[config.mk]
export PLATFORM = sky130hd
export DESIGN_NAME = tap_ctrl_param
export DESIGN_NICKNAME = d
export VERILOG_FILES = /design/src/rtl/tap_ctrl_param.sv
export SDC_FILE = /design/constraint.sdc
export NUM_CORES = 1
export LEC_CHECK = 0
export ABC_AREA = 1
export BUFFER_PORTS_ARGS = -buffer_cell sky130_fd_sc_hd__buf_2
export CAP_MARGIN = 30
export CORE_UTILIZATION = 35
export CTS_CLUSTER_SIZE = 30
export DETAILED_ROUTE_END_ITERATION = 16
export HOLD_SLACK_MARGIN = 0.05
export PLACE_DENSITY = 0.57
export REMOVE_ABC_BUFFERS = 1
export SLEW_MARGIN = 40
export SYNTH_ARGS = -nofsm -noshare
export SYNTH_HDL_FRONTEND = slang
export SYNTH_SLANG_ARGS = --single-unit
[constraint.sdc]
create_clock -name GCLK_Pad -period 2.4 [get_ports GCLK_Pad]
set_clock_uncertainty 0.05 [all_clocks]
set_input_delay 0.36 -clock GCLK_Pad [delete_from_list [all_inputs] [get_ports GCLK_Pad]]
set_output_delay 0.36 -clock GCLK_Pad [all_outputs]
set_load 0.1 [all_outputs]
[src/rtl/tap_ctrl_param.sv]
`default_nettype none
// ============================================================================
// Module   : tap_ctrl_param
// Brief    : IEEE 1149.1 TAP controller with IDCODE, USER and BYPASS paths.
// Revision : 1.0
// ============================================================================
module tap_ctrl_param #(
    parameter int          IR_WIDTH   = 4,
    parameter int          DR_WIDTH   = 8,
    parameter logic [31:0] IDCODE_VAL = 32'h1234_5001
) (
    input  logic                GCLK_Pad,
    input  logic                TRST_Pad,
    input  logic                TMS_Pad,
    input  logic                TDI_Pad,
    output logic                TDO_Pad,
    output logic                TDO_en,
    output logic [3:0]          state_obs_Pad,
    output logic [IR_WIDTH-1:0] ir_out,
    output logic [DR_WIDTH-1:0] user_dr_out,
    output logic                user_update
);

    typedef enum logic [3:0] {
        S_EX2_DR = 4'h0, S_EX1_DR = 4'h1, S_SH_DR  = 4'h2, S_PAU_DR = 4'h3,
        S_SEL_IR = 4'h4, S_UPD_DR = 4'h5, S_CAP_DR = 4'h6, S_SEL_DR = 4'h7,
        S_EX2_IR = 4'h8, S_EX1_IR = 4'h9, S_SH_IR  = 4'hA, S_PAU_IR = 4'hB,
        S_RTI    = 4'hC, S_UPD_IR = 4'hD, S_CAP_IR = 4'hE, S_TLR    = 4'hF
    } state_t;

    localparam logic [IR_WIDTH-1:0] c_ir_idcode  = IR_WIDTH'(1);
    localparam logic [IR_WIDTH-1:0] c_ir_user    = IR_WIDTH'(2);
    localparam logic [IR_WIDTH-1:0] c_ir_capture = IR_WIDTH'(1);

    state_t                r_state;
    state_t                w_next;
    logic [IR_WIDTH-1:0]   r_ir_sr;
    logic [IR_WIDTH-1:0]   r_ir;
    logic [31:0]           r_id_sr;
    logic [DR_WIDTH-1:0]   r_user_sr;
    logic [DR_WIDTH-1:0]   r_user;
    logic                  r_byp;
    logic                  r_tdo;
    logic                  r_tdo_en;
    logic                  r_upd;
    logic [DR_WIDTH-1:0]   w_user_shifted;
    logic                  w_sel_id;
    logic                  w_sel_user;
    logic                  w_shifting;
    logic                  w_tdo_bit;

    assign w_sel_id   = (r_ir == c_ir_idcode);
    assign w_sel_user = (r_ir == c_ir_user);
    assign w_shifting = (r_state == S_SH_DR) || (r_state == S_SH_IR);

    generate
        if (DR_WIDTH == 1) begin : g_user_sr_bit
            assign w_user_shifted = TDI_Pad;
        end else begin : g_user_sr_vec
            assign w_user_shifted = {TDI_Pad, r_user_sr[DR_WIDTH-1:1]};
        end
    endgenerate

    always_comb begin
        w_next = r_state;
        case (r_state)
            S_TLR:    w_next = TMS_Pad ? S_TLR    : S_RTI;
            S_RTI:    w_next = TMS_Pad ? S_SEL_DR : S_RTI;
            S_SEL_DR: w_next = TMS_Pad ? S_SEL_IR : S_CAP_DR;
            S_CAP_DR: w_next = TMS_Pad ? S_EX1_DR : S_SH_DR;
            S_SH_DR:  w_next = TMS_Pad ? S_EX1_DR : S_SH_DR;
            S_EX1_DR: w_next = TMS_Pad ? S_UPD_DR : S_PAU_DR;
            S_PAU_DR: w_next = TMS_Pad ? S_EX2_DR : S_PAU_DR;
            S_EX2_DR: w_next = TMS_Pad ? S_UPD_DR : S_SH_DR;
            S_UPD_DR: w_next = TMS_Pad ? S_SEL_DR : S_RTI;
            S_SEL_IR: w_next = TMS_Pad ? S_TLR    : S_CAP_IR;
            S_CAP_IR: w_next = TMS_Pad ? S_EX1_IR : S_SH_IR;
            S_SH_IR:  w_next = TMS_Pad ? S_EX1_IR : S_SH_IR;
            S_EX1_IR: w_next = TMS_Pad ? S_UPD_IR : S_PAU_IR;
            S_PAU_IR: w_next = TMS_Pad ? S_EX2_IR : S_PAU_IR;
            S_EX2_IR: w_next = TMS_Pad ? S_UPD_IR : S_SH_IR;
            S_UPD_IR: w_next = TMS_Pad ? S_SEL_DR : S_RTI;
            default:  w_next = S_TLR;
        endcase
    end

    // Bit leaving the active shift path on this edge.
    always_comb begin
        w_tdo_bit = 1'b0;
        if (r_state == S_SH_IR)
            w_tdo_bit = r_ir_sr[0];
        else if (w_sel_id)
            w_tdo_bit = r_id_sr[0];
        else if (w_sel_user)
            w_tdo_bit = r_user_sr[0];
        else
            w_tdo_bit = r_byp;
    end

    always_ff @(posedge GCLK_Pad) begin
        if (TRST_Pad) begin
            r_state   <= S_TLR;
            r_ir_sr   <= '0;
            r_ir      <= c_ir_idcode;
            r_id_sr   <= '0;
            r_user_sr <= '0;
            r_user    <= '0;
            r_byp     <= 1'b0;
            r_tdo     <= 1'b0;
            r_tdo_en  <= 1'b0;
            r_upd     <= 1'b0;
        end else begin
            r_state  <= w_next;
            r_upd    <= 1'b0;
            r_tdo_en <= w_shifting;
            r_tdo    <= w_shifting ? w_tdo_bit : 1'b0;
            case (r_state)
                S_CAP_IR: r_ir_sr <= c_ir_capture;
                S_SH_IR:  r_ir_sr <= {TDI_Pad, r_ir_sr[IR_WIDTH-1:1]};
                S_UPD_IR: r_ir    <= r_ir_sr;
                S_CAP_DR: begin
                    if (w_sel_id)
                        r_id_sr <= IDCODE_VAL;
                    else if (w_sel_user)
                        r_user_sr <= r_user;
                    else
                        r_byp <= 1'b0;
                end
                S_SH_DR: begin
                    if (w_sel_id)
                        r_id_sr <= {TDI_Pad, r_id_sr[31:1]};
                    else if (w_sel_user)
                        r_user_sr <= w_user_shifted;
                    else
                        r_byp <= TDI_Pad;
                end
                S_UPD_DR: begin
                    if (w_sel_user) begin
                        r_user <= r_user_sr;
                        r_upd  <= 1'b1;
                    end
                end
                default: ;
            endcase
            // Test-Logic-Reset reached via TMS restores IDCODE but keeps USER data.
            if (w_next == S_TLR)
                r_ir <= c_ir_idcode;
        end
    end

    assign TDO_Pad       = r_tdo;
    assign TDO_en        = r_tdo_en;
    assign state_obs_Pad = r_state;
    assign ir_out        = r_ir;
    assign user_dr_out   = r_user;
    assign user_update   = r_upd;

endmodule
`default_nettype wire

==> impl_metrics.env, run 1 <==
export IMPL_outcome="completed"
export IMPL_hold_end="r_ir_sr[3]$_SDFFE_PP0N_"
export IMPL_clkTransAtPathRegs_ps=70
export IMPL_fp_dieH_um=87.19
export IMPL_rows=30
export IMPL_core_area_mm2=0.006907
export IMPL_hold_buffers=0
export IMPL_synthTopCellsByArea="dfxtp_1 (50%), nand2_1 (15%), a21oi_1 (6.5%), nor2_1 (5.8%), o21ai_0 (5.5%)"
export IMPL_timing_final_ws_setup_ps=604.9
export IMPL_synth_top_area_share_pct=50.44
export IMPL_min_period_ps=1795
export IMPL_route_detailed_drc=0
export IMPL_initial_utilization_pct=36.78
export IMPL_dr_first_iter_drc_count=112
export IMPL_ys_seq_elements=64
export IMPL_grt_pass1_vias=1955
export IMPL_setup_viol=0
export IMPL_dp_hpwl_mm=3.390
export IMPL_slew_limit_headroom_pct=67.74
export IMPL_portBuffers=22
export IMPL_dieArea_mm2=0.007601
export IMPL_synth_seq_area_share_pct=50.44
export IMPL_crit_chain="buf_2"
export IMPL_cts_tree="yes"
export IMPL_first_pass_iters=5
export IMPL_ir_drop_mv=0.4222
export IMPL_slew_violations=0
export IMPL_rsz0062_at_grt="false"
export IMPL_dieWidth_um=87.19
export IMPL_yosysTopAreaCell="dfxtp_1"
export IMPL_critical_path_top_delay_family="flip-flops"
export IMPL_clkSinkCount=64
export IMPL_area_delta_synth_final_pct=15.42
export IMPL_grt_pass1_wl_mm=9.232
export IMPL_ctsHtreeMaxLevel=3
export IMPL_insertion_delay_ps=340
export IMPL_reg2reg_slack_ps=720
export IMPL_synthCells=332
export IMPL_avgSynthCellArea_um2=7.650
export IMPL_ant_nets=0
export IMPL_cts_resized_gates=0
export IMPL_numCtsBuffers=9
export IMPL_cts_buffer_depth=2
export IMPL_slowest_delay_ps=550
export IMPL_gp_congestion=0.8136
export IMPL_slowest_stage="dfxtp_1"
export IMPL_antenna_cells=0
export IMPL_grt_max_degree=26
export IMPL_crit_path_start_kind="flip-flop"
export IMPL_p_leak_nw=1.232
export IMPL_r2r_end="r_id_sr[21]$_SDFFE_PP0P_"
export IMPL_finalHoldViolCount=0
export IMPL_io_pins=23
export IMPL_vias=2122
export IMPL_ys_types=25
export IMPL_gr_total_overflow=0
export IMPL_antenna_found_initial=0
export IMPL_critPathKind="reg2out"
export IMPL_holdCritStartpoint="TDI_Pad"
export IMPL_avgViaCountPerCell=4.664
export IMPL_drt_wirelength_per_cell_um=11.56
export IMPL_critPathCaptureType="output port"
export IMPL_post_place_ws_ps=724.8
export IMPL_min_period_over_period_pct=74.80
export IMPL_crit_buf_inv=1
export IMPL_ys_warn_count=0
export IMPL_post_cts_setup_buffers=0
export IMPL_cp_max_fo=9
export IMPL_max_cap_viol_count=0
export IMPL_grt_usage_pct=15.85
export IMPL_critPathArrivalTime_ps=1390
export IMPL_synth_area_mm2=0.002540
export IMPL_fin_nets=358
export IMPL_clockRootBuffer="clkbuf_8"
export IMPL_tns_ps=0
export IMPL_cp_required_ps=1990
export IMPL_routed_wl_mm=5.262
export IMPL_worst_pin_slew_ps=487.3
export IMPL_hold_path_class="in2reg"
export IMPL_p_per_area_mw_per_mm2=887.8
export IMPL_layout_drive_gt1_share_pct=15.88
export IMPL_hold_depth=3
export IMPL_regToRegStartpoint="state_obs_Pad[1]$_SDFF_PP1_"
export IMPL_fmax_ghz=0.5571
export IMPL_worstRegToRegCells=7
[cell usage after synthesis, drive strengths merged]
master  number
a211oi       1
a21oi       33
a221oi       1
a31oi        8
buf          7
clkbuf       6
dfxtp       64
inv         24
mux2         2
nand2      102
nand3        7
nand4        1
nor2        44
nor3         2
o21ai       30
[per-layer routing]
metal | global-route usage [%] | part of all wire [%] | wire (um) | up-vias
li1 | - | - | - | 1118
met1 | 20.35 | 50 | 2610 | 956
met2 | 24.91 | 45 | 2389 | 40
met3 | 5.592 | 4.0 | 209 | 8
met4 | 5.067 | 1.0 | 53 | 0
met5 | 0 | 0 | 0 | -
[logic make-up (layout without fill, tap and decap cells)]
kind of cell           after synthesis  in the layout  share of synthesized area (%)
AO/OA/AOI/OAI                       73             73                          15.22
multiplexers                         2              2                         0.8866
buffers and inverters               37             64                          6.995
AND/OR/NAND/NOR                    156            156                          26.45
flip-flops                          64             64                          50.44
[sequential cells by signal, indices dropped and copies added (netlist names), 4 cells and up]
signal and cells:
r_user_sr 8, r_ir_sr 4, ir_out 4, r_id_sr 32
user_dr_out 8, state_obs_Pad 4
[how the worst max path moves through the flow]
stage,startpoint,to,slack [ps],depth (start not counted)
6_report,state_obs_Pad[3]$_SDFF_PP1_,state_obs_Pad[3],600,1
5_1_grt,state_obs_Pad[1]$_SDFF_PP1_,r_id_sr[14]$_SDFFE_PP0P_,520,7
4_1_cts,state_obs_Pad[3]$_SDFF_PP1_,state_obs_Pad[3],600,1
3_5_place_dp,state_obs_Pad[1]$_SDFF_PP1_,r_id_sr[21]$_SDFFE_PP0P_,720,7
3_3_place_gp,state_obs_Pad[1]$_SDFF_PP1_,r_id_sr[21]$_SDFFE_PP0P_,710,7
2_1_floorplan,ir_out[0]$_SDFFE_PP1P_,r_id_sr[21]$_SDFFE_PP0P_,210,7
[stage by stage]
step	hold slack (ps)	std cells	power (mW)	utilization [%]	cell area (um2)
after CTS	234.8	455	2.632	42.45	2932
after floorplan	379.1	319	1.489	-	2457
after detailed placement	393.3	439	1.575	39.13	2703
final	245.1	455	2.603	42.45	2932
after global routing	248.7	455	2.733	42.45	2932
after global placement	398.2	439	1.574	39.13	2703
[layout make-up]
class / instances / area [um2]
multi-input combinational: 231 / 1081
inverter: 24 / 95.09
fill: 737 / 3975
clock buffer: 10 / 137.6
timing repair buffer: 24 / 125.1
tap: 96 / 120.1
clock inverter: 6 / 91.34
sequential: 64 / 1281
[layout by cell type, fill, tap and decap left out, drive strengths merged]
cell and n:
clkinvlp 3, nor2 44, o21ai 30, inv 25, a21oi 33, mux2 2, clkbuf 10, a211oi 1
dfxtp 64, bufinv 2, nand2 102, buf 24, a31oi 8, nand4 1, a221oi 1, nand3 7
nor3 2
[power by group]
group / switching, mW / internal (mW)
Combinational: 0.330 / 0.0812
Sequential: 0.0413 / 1.10
Clock: 0.435 / 0.616
Total: 0.807 / 1.80
(Power assumes the default switching activity.)
==> inputs of run 2 (changes only) <==
clock period = 1.75 ns   (was 2.4 ns; I/O delays follow)
==> run 2 against run 1 <==
Net effect:
- sequential power grew 37%
- clock power is 29% higher
- critical path type unchanged
- sequential cell count stayed put
- die area is the same
- wire length fell by 2.4%
- combinational power grew 39%
- clock-buffer cell count grew 1
- total power grew 34%
- critical path depth did not move
- worst hold slack got worse by 97 ps
- cell count is 0.22% higher
==> impl_metrics.env, run 2 (synthesized netlist as in run 1, its figures left out) <==
export IMPL_outcome="completed"
export IMPL_drt_wirelength_per_cell_um=11.26
export IMPL_min_period_ps=1673
export IMPL_seqCellArea_mm2=0.001281
export IMPL_fin_cells=456
export IMPL_rsz0062_at_grt="false"
export IMPL_p_leak_nw=1.244
export IMPL_ir_drop_mv=0.4356
export IMPL_fp_dieH_um=87.19
export IMPL_worst_pin_slew_ps=491.9
export IMPL_hold_buffers=0
export IMPL_setup_viol=0
export IMPL_clkTransAtPathRegs_ps=70
export IMPL_multi_input_area_mm2=0.001086
export IMPL_io_pins=23
export IMPL_dr_first_iter_drc_count=67
export IMPL_place_inst=442
export IMPL_ctsHtreeMaxLevel=3
export IMPL_vias=2159
export IMPL_gr_total_overflow=0
export IMPL_crit_buf_inv=1
export IMPL_initial_utilization_pct=36.78
export IMPL_critPathArrivalTime_ps=1360
export IMPL_dieWidth_um=87.19
export IMPL_fmax_ghz=0.5979
export IMPL_route_detailed_drc=0
export IMPL_cts_tree="yes"
export IMPL_routed_wl_mm=5.135
export IMPL_slowest_delay_ps=530
export IMPL_nFillCells=742
export IMPL_crit_chain="buf_2"
export IMPL_ant_nets=0
export IMPL_cp_max_fo=9
export IMPL_largest_reg_flops=32
export IMPL_layout_common_cells="nand2_1 (99), dfxtp_1 (64), nor2_1 (39)"
export IMPL_fin_nets=361
export IMPL_layout_drive_gt1_share_pct=15.83
export IMPL_max_cap_viol_count=0
export IMPL_min_period_over_period_pct=95.58
export IMPL_grt_pass1_wl_mm=9.225
export IMPL_portBuffers=22
export IMPL_clockRootBuffer="clkbuf_8"
export IMPL_hold_path_class="in2reg"
export IMPL_antenna_found_initial=0
export IMPL_first_pass_iters=4
export IMPL_slew_limit_headroom_pct=67.43
export IMPL_antenna_cells=0
export IMPL_clkSinkCount=64
export IMPL_crit_path_start_kind="flip-flop"
export IMPL_gp_congestion=0.7850
export IMPL_grt_usage_pct=15.67
export IMPL_mostFrequentLayoutCell="nand2_1"
export IMPL_cp_required_ps=1440
export IMPL_core_area_mm2=0.006907
export IMPL_slowest_stage="dfxtp_1"
export IMPL_cts_buffer_depth=2
export IMPL_critical_path_top_delay_family="flip-flops"
export IMPL_critPathKind="reg2out"
export IMPL_p_per_area_mw_per_mm2=1186
export IMPL_rows=30
export IMPL_grt_pass1_vias=2008
export IMPL_critPathCaptureType="output port"
export IMPL_numCtsBuffers=9
export IMPL_area_delta_synth_final_pct=15.71
export IMPL_post_cts_setup_buffers=0
export IMPL_fin_util_pct=42.55
export IMPL_cts_resized_gates=0
export IMPL_grt_max_degree=30
export IMPL_slew_violations=0
export IMPL_dieArea_mm2=0.007601
export IMPL_avgViaCountPerCell=4.735
export IMPL_dp_hpwl_mm=3.442
export IMPL_finalHoldViolCount=0
export IMPL_insertion_delay_ps=330
export IMPL_regMostFlops="r_id_sr"
run 2: cell count changes in the layout (fill, tap and decap cells not counted):
cell and change:
nor2_4 +1, buf_4 +3, clkinvlp_4 -2, inv_6 -1, clkbuf_1 +1, nor2_2 -1
run 2: layer usage:
metal,vias to the layer above,part of all wire [%],global-route usage (%)
met4,0,1.2,5.365
met5,-,0,0
li1,1117,-,-
met1,998,48,19.35
met2,38,47,25.84
met3,6,3.8,4.929
run 2: final cells by class:
cell class / count / share of cell area (%)
Timing Repair Buffer: 27 / 5.023
Clock inverter: 3 / 2.299
Sequential cell: 64 / 43.59
Inverter: 24 / 3.235
Tap cell: 96 / 4.087
Multi-Input combinational cell: 231 / 36.95
Clock buffer: 11 / 4.811
run 2: worst paths after layout:
path	depth (start not counted)	endpoint	startpoint	slack, ps
min	2	user_dr_out[0]$_SDFFE_PP0P_	TRST_Pad	150
max	1	state_obs_Pad[3]	state_obs_Pad[3]$_SDFF_PP1_	80
max reg2reg	7	user_dr_out[5]$_SDFFE_PP0P_	state_obs_Pad[2]$_SDFF_PP1_	240
min reg2reg	2	r_byp$_SDFFE_PP0P_	r_byp$_SDFFE_PP0P_	410
run 2: through the flow:
step / instance area, um2 / worst slack, ps / power, mW / hold WS [ps] / TNS (ps)
final: 2939 / 77.42 / 3.485 / 148.1 / 0
after global routing: 2939 / 13.88 / 3.668 / 137.4 / 0
after CTS: 2934 / 57.05 / 3.531 / 137.0 / 0
after detailed placement: 2725 / 138.2 / 2.164 / 395.0 / 0
after global placement: 2725 / 163.0 / 2.161 / 396.7 / 0
after floorplan: 2457 / -442.9 / 2.042 / 281.6 / -17270
run 2: report_power, final:
| group | total, mW | internal, mW | switching (mW) |
|---|---|---|---|
| logic | 0.570 | 0.117 | 0.452 |
| registers | 1.56 | 1.51 | 0.0545 |
| clock network | 1.35 | 0.826 | 0.527 |
| total | 3.48 | 2.45 | 1.03 |
==> inputs of run 3 (changes only) <==
CORE_MARGIN = 8   (was not set)
==> run 3 against run 2 <==
Net effect:
- combinational power is essentially flat
- via count shrank 3.2%
- highest routed layer unchanged
- sequential power is essentially flat
- worst hold slack gained 12 ps
- first-iteration DRC count grew 49%
- cell count grew 1.1%
- worst setup slack gained 41 ps
==> impl_metrics.env, run 3 (synthesized netlist as in run 1, its figures left out) <==
export IMPL_gr_total_overflow=0
export IMPL_hold_buffers=0
export IMPL_cts_resized_gates=0
export IMPL_cts_tree="yes"
export IMPL_gp_congestion=0.8556
export IMPL_avgViaCountPerCell=4.534
export IMPL_crit_chain="buf_2"
export IMPL_p_per_area_mw_per_mm2=1196
export IMPL_ir_drop_mv=0.4593
export IMPL_hold_ws_ps=160.6
export IMPL_min_period_over_period_pct=93.25
export IMPL_rsz0062_at_grt="false"
export IMPL_fmax_ghz=0.6128
export IMPL_dp_hpwl_mm=3.519
export IMPL_pwr_share_seq_pct=44.3
export IMPL_grt_usage_pct=10.84
export IMPL_critPathCaptureType="output port"
export IMPL_combPwrFrac_pct=16.2
export IMPL_clkPwrFrac_pct=39.5
export IMPL_layout_drive_gt1_share_pct=16.57
export IMPL_antenna_cells=0
export IMPL_dieArea_mm2=0.01024
export IMPL_ctsHtreeMaxLevel=3
export IMPL_timing_final_ws_setup_ps=118.2
export IMPL_post_place_ws_ps=204.9
export IMPL_grt_pass1_wl_mm=8.790
export IMPL_cts_buffer_depth=2
export IMPL_slew_limit_headroom_pct=66.97
export IMPL_critical_path_top_delay_family="flip-flops"
export IMPL_grt_max_degree=31
export IMPL_portBuffers=22
export IMPL_clkTransAtPathRegs_ps=70
export IMPL_fp_dieH_um=101.2
export IMPL_worst_pin_slew_ps=498.9
export IMPL_largest_reg_flops=32
export IMPL_clkSinkCount=64
export IMPL_r2r_end="r_id_sr[11]$_SDFFE_PP0P_"
export IMPL_layout_common_cells="nand2_1 (99), dfxtp_1 (64), nor2_1 (39)"
export IMPL_finalHoldViolCount=0
export IMPL_area_delta_synth_final_pct=16.26
export IMPL_critPathArrivalTime_ps=1320
export IMPL_endpoint="state_obs_Pad[1]"
export IMPL_ant_nets=0
export IMPL_crit_cells=1
export IMPL_insertion_delay_ps=340
export IMPL_route_detailed_drc=0
export IMPL_power_switching_mw=1.101
export IMPL_setup_viol=0
export IMPL_crit_buf_inv=1
export IMPL_worstRegToRegCells=7
export IMPL_initial_utilization_pct=35.59
export IMPL_drt_wirelength_per_cell_um=11.51
export IMPL_grt_pass1_vias=1886
export IMPL_slew_violations=0
export IMPL_fin_nets=361
export IMPL_reg2reg_slack_ps=190
export IMPL_numCtsBuffers=9
export IMPL_post_cts_setup_buffers=0
export IMPL_tns_ps=0
export IMPL_cp_required_ps=1440
export IMPL_antenna_found_initial=0
export IMPL_regToRegStartpoint="state_obs_Pad[1]$_SDFF_PP1_"
export IMPL_regMostFlops="r_id_sr"
export IMPL_crit_start="state_obs_Pad[1]$_SDFF_PP1_"
export IMPL_io_pins=23
export IMPL_clockRootBuffer="clkbuf_8"
export IMPL_placed_area_mm2=0.002729
export IMPL_crit_path_start_kind="flip-flop"
export IMPL_critPathKind="reg2out"
export IMPL_hold_path_class="in2reg"
export IMPL_p_leak_nw=1.255
export IMPL_slowest_delay_ps=490
export IMPL_cp_max_fo=7
export IMPL_swShare_pct=31.18
export IMPL_max_cap_viol_count=0
export IMPL_fin_area_mm2=0.002953
export IMPL_dr_first_iter_drc_count=100
export IMPL_outcome="completed"
export IMPL_slowest_stage="dfxtp_1"
export IMPL_dieWidth_um=101.2
export IMPL_first_pass_iters=4
export IMPL_min_period_ps=1632
export IMPL_p_total_mw=3.533
export IMPL_rows=31
export IMPL_internal_power_mw=2.431
export IMPL_routed_wl_mm=5.306
export IMPL_core_area_mm2=0.007137
export IMPL_mostFrequentLayoutCell="nand2_1"
export IMPL_vias=2090
[run 3: cell count changes in the layout (fill, tap and decap cells not counted), sizes merged]
cell | before | now
buf | 27 | 25
clkinv | 0 | 3
inv | 24 | 25
[run 3: how the worst min path moves through the flow]
stage                            start  slack (ps)  depth (start not counted)                        to
CTS                           TRST_Pad         140                          2         TDO_en$_SDFF_PP0_
global placement    r_byp$_SDFFE_PP0P_         400                          2        r_byp$_SDFFE_PP0P_
global route                   TDI_Pad         160                          3   r_ir_sr[3]$_SDFFE_PP0N_
finish                         TDI_Pad         160                          3   r_ir_sr[3]$_SDFFE_PP0N_
detailed placement  r_byp$_SDFFE_PP0P_         400                          2        r_byp$_SDFFE_PP0P_
floorplan                     TRST_Pad         280                          1  r_id_sr[10]$_SDFFE_PP0P_
[run 3: per-layer routing]
| layer | vias to the layer above | routed length [um] | part of all wire, % | GRT usage (%) |
|---|---|---|---|---|
| li1 | 1115 | - | - | - |
| met1 | 934 | 2595 | 49 | 13.08 |
| met2 | 34 | 2363 | 45 | 16.70 |
| met3 | 7 | 246 | 4.6 | 3.162 |
| met4 | 0 | 100 | 1.9 | 6.529 |
| met5 | - | 0 | 0 | 0 |
[run 3: layout make-up]
type | instances | area [um2]
well taps | 99 | 123.9
flip-flops and latches | 64 | 1281
clock inverters | 7 | 95.09
fillers | 745 | 4184
clock buffers | 9 | 123.9
inverters | 24 | 95.09
repair buffers | 27 | 152.6
multi-input cells | 231 | 1081
[run 3: power by group through the flow]
| stage | Sequential [mW] | Combinational [mW] | Clock [mW] |
|---|---|---|---|
| 6_report | 1.56 | 0.573 | 1.40 |
| 5_1_grt | 1.57 | 0.619 | 1.50 |
| 4_1_cts | 1.56 | 0.574 | 1.43 |
| 3_5_place_dp | 1.60 | 0.573 | 0 |
| 3_3_place_gp | 1.60 | 0.571 | 0 |
| 2_1_floorplan | 1.78 | 0.257 | 0 |
[run 3: per-stage QoR]
stage                     util (%)  std cells
after CTS                    41.30        461
after detailed placement     38.24        445
after global routing         41.37        461
after floorplan                  -        319
final                        41.37        461
after global placement       38.24        445
